**config.mk**
```make
export PLATFORM = sky130hd
export DESIGN_NAME = mem_stage_lsu
export DESIGN_NICKNAME = d
export VERILOG_FILES = /design/src/rtl/mem_stage_lsu.sv
export SDC_FILE = /design/constraint.sdc
export NUM_CORES = 1
export LEC_CHECK = 0
export CORE_MARGIN = 4
export CORE_UTILIZATION = 40
export DETAILED_ROUTE_END_ITERATION = 12
export GPL_TIMING_DRIVEN = 0
export PLACE_DENSITY = 0.74
export SLEW_MARGIN = 20
export SYNTH_ARGS = -nofsm -noshare
export SYNTH_HDL_FRONTEND = slang
export SYNTH_SLANG_ARGS = --single-unit
export TNS_END_PERCENT = 30
```
**constraint.sdc**
```tcl
create_clock -name i_clk -period 1.9 [get_ports i_clk]
set_input_delay 0.38 -clock i_clk [delete_from_list [all_inputs] [get_ports i_clk]]
set_output_delay 0.38 -clock i_clk [all_outputs]
set_load 0.1 [all_outputs]
```
**src/rtl/mem_stage_lsu.sv**
```systemverilog
// rtl/mem_stage_lsu.sv - memory-stage load/store unit, one outstanding data-bus access with ack timeout
// Define LSU_MISALIGN_TRAP_EN to trap misaligned halfword/word accesses instead of issuing them.
module mem_stage_lsu #(
  parameter int XLEN     = 32,
  parameter int XADDR    = 5,
  parameter int OPLEN    = 7,
  parameter int MAX_WAIT = 15
) (
  input  logic               i_clk,
  input  logic               i_rst,
  input  logic               i_valid,
  input  logic [OPLEN-1:0]   i_opcode,
  input  logic [2:0]         i_funct3,
  input  logic [XADDR-1:0]   i_rd_addr,
  input  logic [XLEN-1:0]    i_alu_result,
  input  logic [XLEN-1:0]    i_rs2_data,
  input  logic [XLEN-1:0]    i_pc,
  output logic               o_ready,
  output logic               o_stall,
  output logic               o_dmem_req,
  output logic               o_dmem_we,
  output logic [XLEN-1:0]    o_dmem_addr,
  output logic [XLEN-1:0]    o_dmem_wdata,
  output logic [XLEN/8-1:0]  o_dmem_wstrb,
  input  logic               i_dmem_ack,
  input  logic [XLEN-1:0]    i_dmem_rdata,
  output logic               or_valid,
  output logic [XLEN-1:0]    or_pc,
  output logic [XADDR-1:0]   or_rd_addr,
  output logic [XLEN-1:0]    or_alu_result,
  output logic [XLEN-1:0]    or_mem_result,
  output logic [OPLEN-1:0]   or_opcode,
  output logic               or_fault,
  output logic               or_misalign
);

  localparam int NB   = XLEN / 8;
  localparam int OFFW = $clog2(NB);
  localparam logic [OPLEN-1:0] OP_LOAD  = OPLEN'(7'b0000011);
  localparam logic [OPLEN-1:0] OP_STORE = OPLEN'(7'b0100011);

  typedef enum logic {S_IDLE, S_ACCESS} state_t;

  state_t            r_state, w_next;
  logic [7:0]        r_cnt;
  logic [XLEN-1:0]   r_cap_pc, r_cap_alu;
  logic [XADDR-1:0]  r_cap_rd;
  logic [OPLEN-1:0]  r_cap_op;
  logic [2:0]        r_funct3;
  logic [OFFW-1:0]   r_off;
  logic              r_is_load;
  logic [XLEN-1:0]   r_dmem_addr, r_dmem_wdata;
  logic [NB-1:0]     r_dmem_wstrb;
  logic              r_dmem_we;

  logic              w_is_load, w_is_store, w_is_mem, w_misalign, w_timeout;
  logic [OFFW-1:0]   w_off;
  logic [XLEN-1:0]   w_st_wdata, w_ld_data, w_shift;
  logic [NB-1:0]     w_st_wstrb;

  assign w_is_load  = (i_opcode == OP_LOAD);
  assign w_is_store = (i_opcode == OP_STORE);
  assign w_is_mem   = w_is_load | w_is_store;
  assign w_off      = i_alu_result[OFFW-1:0];
  // Abort on the cycle the counter would reach MAX_WAIT; an ack in that same cycle still wins.
  assign w_timeout  = (r_cnt == 8'(MAX_WAIT - 1));

`ifdef LSU_MISALIGN_TRAP_EN
  logic w_half, w_word;
  always_comb begin
    w_half = 1'b0;
    w_word = 1'b0;
    if (w_is_store) begin
      w_half = (i_funct3 == 3'b001);
      w_word = (i_funct3 != 3'b000) && (i_funct3 != 3'b001);
    end else begin
      w_half = (i_funct3[1:0] == 2'b01);
      w_word = i_funct3[1];
    end
  end
  assign w_misalign = w_is_mem & ((w_half & w_off[0]) | (w_word & (|w_off)));
`else
  assign w_misalign = 1'b0;
`endif

  always_comb begin
    w_st_wdata = i_rs2_data;
    w_st_wstrb = '1;
    case (i_funct3)
      3'b000: begin
        w_st_wdata = {NB{i_rs2_data[7:0]}};
        w_st_wstrb = NB'(1) << w_off;
      end
      3'b001: begin
        w_st_wdata = {(NB/2){i_rs2_data[15:0]}};
        w_st_wstrb = NB'(3) << w_off;
      end
      default: ;
    endcase
  end

  // Shifting the lane down zero-fills, so a halfword at the top lane gets a zero upper byte.
  assign w_shift = i_dmem_rdata >> {r_off, 3'b000};

  always_comb begin
    w_ld_data = i_dmem_rdata;
    case (r_funct3)
      3'b000: w_ld_data = {{(XLEN-8){w_shift[7]}}, w_shift[7:0]};
      3'b100: w_ld_data = {{(XLEN-8){1'b0}}, w_shift[7:0]};
      3'b001: w_ld_data = {{(XLEN-16){w_shift[15]}}, w_shift[15:0]};
      3'b101: w_ld_data = {{(XLEN-16){1'b0}}, w_shift[15:0]};
      default: ;
    endcase
  end

  always_ff @(posedge i_clk) begin
    if (i_rst) r_state <= S_IDLE;
    else       r_state <= w_next;
  end

  always_comb begin
    w_next     = r_state;
    o_ready    = 1'b0;
    o_dmem_req = 1'b0;
    case (r_state)
      S_IDLE: begin
        o_ready = 1'b1;
        if (i_valid && w_is_mem && !w_misalign) w_next = S_ACCESS;
      end
      S_ACCESS: begin
        o_dmem_req = 1'b1;
        if (i_dmem_ack || w_timeout) w_next = S_IDLE;
      end
      default: w_next = S_IDLE;
    endcase
  end

  assign o_stall      = ~o_ready;
  assign o_dmem_addr  = r_dmem_addr;
  assign o_dmem_wdata = r_dmem_wdata;
  assign o_dmem_we    = o_dmem_req & r_dmem_we;
  assign o_dmem_wstrb = (o_dmem_req & r_dmem_we) ? r_dmem_wstrb : '0;

  always_ff @(posedge i_clk) begin
    if (i_rst) begin
      r_cnt         <= '0;
      r_cap_pc      <= '0;
      r_cap_alu     <= '0;
      r_cap_rd      <= '0;
      r_cap_op      <= '0;
      r_funct3      <= '0;
      r_off         <= '0;
      r_is_load     <= 1'b0;
      r_dmem_addr   <= '0;
      r_dmem_wdata  <= '0;
      r_dmem_wstrb  <= '0;
      r_dmem_we     <= 1'b0;
      or_valid      <= 1'b0;
      or_pc         <= '0;
      or_rd_addr    <= '0;
      or_alu_result <= '0;
      or_mem_result <= '0;
      or_opcode     <= '0;
      or_fault      <= 1'b0;
      or_misalign   <= 1'b0;
    end else begin
      or_valid    <= 1'b0;
      or_fault    <= 1'b0;
      or_misalign <= 1'b0;
      case (r_state)
        S_IDLE: begin
          if (i_valid) begin
            if (w_is_mem && !w_misalign) begin
              r_cap_pc     <= i_pc;
              r_cap_alu    <= i_alu_result;
              r_cap_rd     <= i_rd_addr;
              r_cap_op     <= i_opcode;
              r_funct3     <= i_funct3;
              r_off        <= w_off;
              r_is_load    <= w_is_load;
              r_dmem_addr  <= {i_alu_result[XLEN-1:OFFW], {OFFW{1'b0}}};
              r_dmem_wdata <= w_st_wdata;
              r_dmem_wstrb <= w_st_wstrb;
              r_dmem_we    <= w_is_store;
              r_cnt        <= '0;
            end else begin
              or_valid      <= 1'b1;
              or_pc         <= i_pc;
              or_rd_addr    <= i_rd_addr;
              or_alu_result <= i_alu_result;
              or_opcode     <= i_opcode;
              or_mem_result <= '0;
              or_misalign   <= w_misalign;
            end
          end
        end
        S_ACCESS: begin
          if (i_dmem_ack || w_timeout) begin
            or_valid      <= 1'b1;
            or_pc         <= r_cap_pc;
            or_rd_addr    <= r_cap_rd;
            or_alu_result <= r_cap_alu;
            or_opcode     <= r_cap_op;
            or_fault      <= ~i_dmem_ack;
            or_mem_result <= (i_dmem_ack && r_is_load) ? w_ld_data : '0;
          end else begin
            r_cnt <= r_cnt + 8'd1;
          end
        end
        default: ;
      endcase
    end
  end

endmodule

```
==> impl_metrics.tcl <==
set metrics [dict create \
    r2r_slack_ns -0.06 \
    layoutNonFillerInstCount 1866 \
    synth_cell_type_count 54 \
    synth_top_area_share_pct 46.3 \
    register_area_um2 4730 \
    antenna_cells 0 \
    drt_iter0_markers 721 \
    gp_congestion 0.869 \
    multi_input_area_um2 4820 \
    ys_warn_count 0 \
    p_per_area_nw_per_um2 782 \
    die_x_um 168 \
    path_clk_slew_ns 0.06 \
    hold_viol 0 \
    dr.pass1.iters 5 \
    p_switching_mw 3.53 \
    finalMaxSlewViolations 0 \
    cts_tree "done" \
    r2r-start "r_cnt[7]" \
    period_share_pct 103 \
    synth_edf_count 0 \
    p_sw_share_pct 29.5 \
    grt_pass1_vias 9839 \
    cap_violations 0 \
    crit_fanout 6 \
    port_buffers 326 \
    drtAntennaViolNets 0 \
    grt_max_degree 14 \
    violations "setup timing" \
    r2r_end "or_mem_result[27]" \
    grt_pass1_wl_um 55800 \
    num-fill-cells 2180 \
    cp.arrival_ns 2.37 \
    clock-sinks 236 \
    worstRegToRegCells 6 \
    core_um2 25200 \
    p_int_mw 8.45 \
    relSlewSlack_pct 42.9 \
    avgViaCountPerCell 5.36 \
    critical_path_required_ns 2.31 \
    async_reset_ff_share_pct 0 \
    syn_avg_cell_area_um2 8.92 \
    utilization_pct 60.9 \
    post-synth-top-count-cell "dfxtp_1" \
    setup_ws_ns -0.0603 \
    min_period_ns 1.96 \
    grtUsageTotal_pct 24.4 \
    startpoint "r_cnt[7]" \
    crit_type "register to register" \
    hp-class "input pin to register" \
    ir_drop_mv 0.544 \
    dieArea_um2 28100 \
    whs_ns 0.432 \
    dp_cells 1803 \
    netlist_area_um2 10200 \
    drc 0 \
    outcome "finished with violations" \
    clk_path_buf_depth 3 \
    hp-start "i_alu_result[16]" \
    start_kind "register" \
    hold_buffers 0 \
    hpwl_um 26500 \
    synth_area_leaders "dfxtp_1, mux2i_1, a21oi_1" \
    pwr-share-seq_pct 43.0 \
    root_buffer "clkbuf_16" \
    finClkSkew_ns 0.0177 \
    routedWlPerCell_um 19.5 \
    pin_count 330 \
    rows 58 \
    clk_latency_ns 0.53 \
    layout.nets 1670 \
    vias 9993 \
    rsz0062_at_grt "true" \
    grt_overflow 0 \
    htreeDepth 1 \
    drt_wl_total_um 36400 \
    dpl_cell_area_um2 13900 \
    ys_ff_latch 236 \
    hold_path_depth 3 \
    clkPwrFrac_pct 38.9 \
    synthTopCellsByCount "dfxtp_1, nand2_1, a21oi_1" \
    antenna_found_initial 0 \
    synth_top_flop_cell "dfxtp_1" \
    synth_top_cell_by_area "dfxtp_1" \
    power.leakage_nw 5.50 \
    finalSetupViolCount 15 \
    fin_area_um2 15300 \
    combPwrFrac_pct 18.0 \
    numCtsBuffers 26 \
    worst_pin_slew_ns 0.851 \
    synth_cells 1145 \
    die_y_um 168 \
    holdPathEnd "r_cap_alu[16]" \
    area_delta_synth_final_pct 50.2 \
    ys_seq_area_share_pct 46.3 \
    fmax_ghz 0.510 \
    start_util_pct 40.5 \
    drive_above_1_share_pct 25.4 \
    crit_path_end_kind "register" \
]
[state kept, by name (all words and copies together), names as in the netlist, 8 cells and up]
name and cells:
o_dmem_wdata 32, or_alu_result 32, or_mem_result 32, or_pc 32, r_cap_alu 32, r_cap_pc 32, r_cnt 8
[per-stage QoR]
step           setup slack [ns]  TNS (ns)  total power [mW]
4_1_cts                 -0.0625    -0.676              12.0
3_5_place_dp              -1.08   -191.48              7.39
5_1_grt                  -0.117     -6.21              12.4
3_3_place_gp              -1.00   -188.86              7.38
2_1_floorplan            0.0630         0              6.60
6_report                -0.0603    -0.397              12.0
[what timing repair did]
action | CTS | global route
gates resized for setup | 706 | 86
setup endpoints to repair | 388 | 233
pin swaps | 16 | 29
hold endpoints to repair | 0 | 0
setup buffers | 9 | 8
cloned | 1 | 3
[kinds of logic after synthesis]
family	count (synthesis)	share of synthesized area, %
compound gates	362	23.5
fa+ha+maj	2	0.245
buf+inv	156	7.90
flops	236	46.3
mux	103	10.1
other cells	1	0.0367
simple gates	285	11.9
[power by group through the flow]
stage	clock network (mW)	logic (mW)	registers [mW]
global placement	0	2.12	5.26
finish	4.67	2.16	5.16
detailed placement	0	2.12	5.26
global route	4.98	2.25	5.17
CTS	4.76	2.12	5.16
floorplan	0	0.470	6.13
[cell usage in the layout (no fill, tap or decap), drive strengths merged, types with 11 or more instances in the layout]
cell	instances
o21ai	20
o221ai	15
clkbuf	100
clkdlybuf4s15	139
a211oi	86
a221o	16
nor2	33
a311oi	11
dfxtp	236
inv	20
clkdlybuf4s50	146
a21oi	172
mux2i	100
nand2	209
buf	132
[worst max-delay path, stage by stage, from the launching register on]
cell	delay (ns)
dfxtp_2	0.33
or4_4	0.56
o21ai_4	0.18
buf_8	0.17
a21oi_4	0.08
buf_2	0.19
a221o_1	0.32
[worst max path at each step]
stage	end	slack [ns]
2_1_floorplan	or_fault	0.06
6_report	or_mem_result[27]	-0.06
3_5_place_dp	or_pc[13]	-1.08
5_1_grt	or_mem_result[23]	-0.12
3_3_place_gp	or_pc[16]	-1.00
4_1_cts	or_mem_result[29]	-0.06
[final cells by class]
class                           count  share of cell area (%)
Clock buffer                       39                    4.90
Clock inverter                      4                   0.155
Sequential cell                   236                    30.9
Timing Repair Buffer              347                    23.1
Multi-Input combinational cell    755                    31.4
Tap cell                          330                    2.69
Inverter                           21                   0.539
Buffer                            134                    6.33
[per-layer routing]
metal / wire length [um] / global-route usage (%) / part of all wire [%]
met4: 1100 / 6.81 / 3.0
met3: 2390 / 5.55 / 6.6
met2: 17200 / 41.2 / 47
met5: 0 / 0 / 0
met1: 15700 / 31.3 / 43
(Power assumes the default switching activity.)
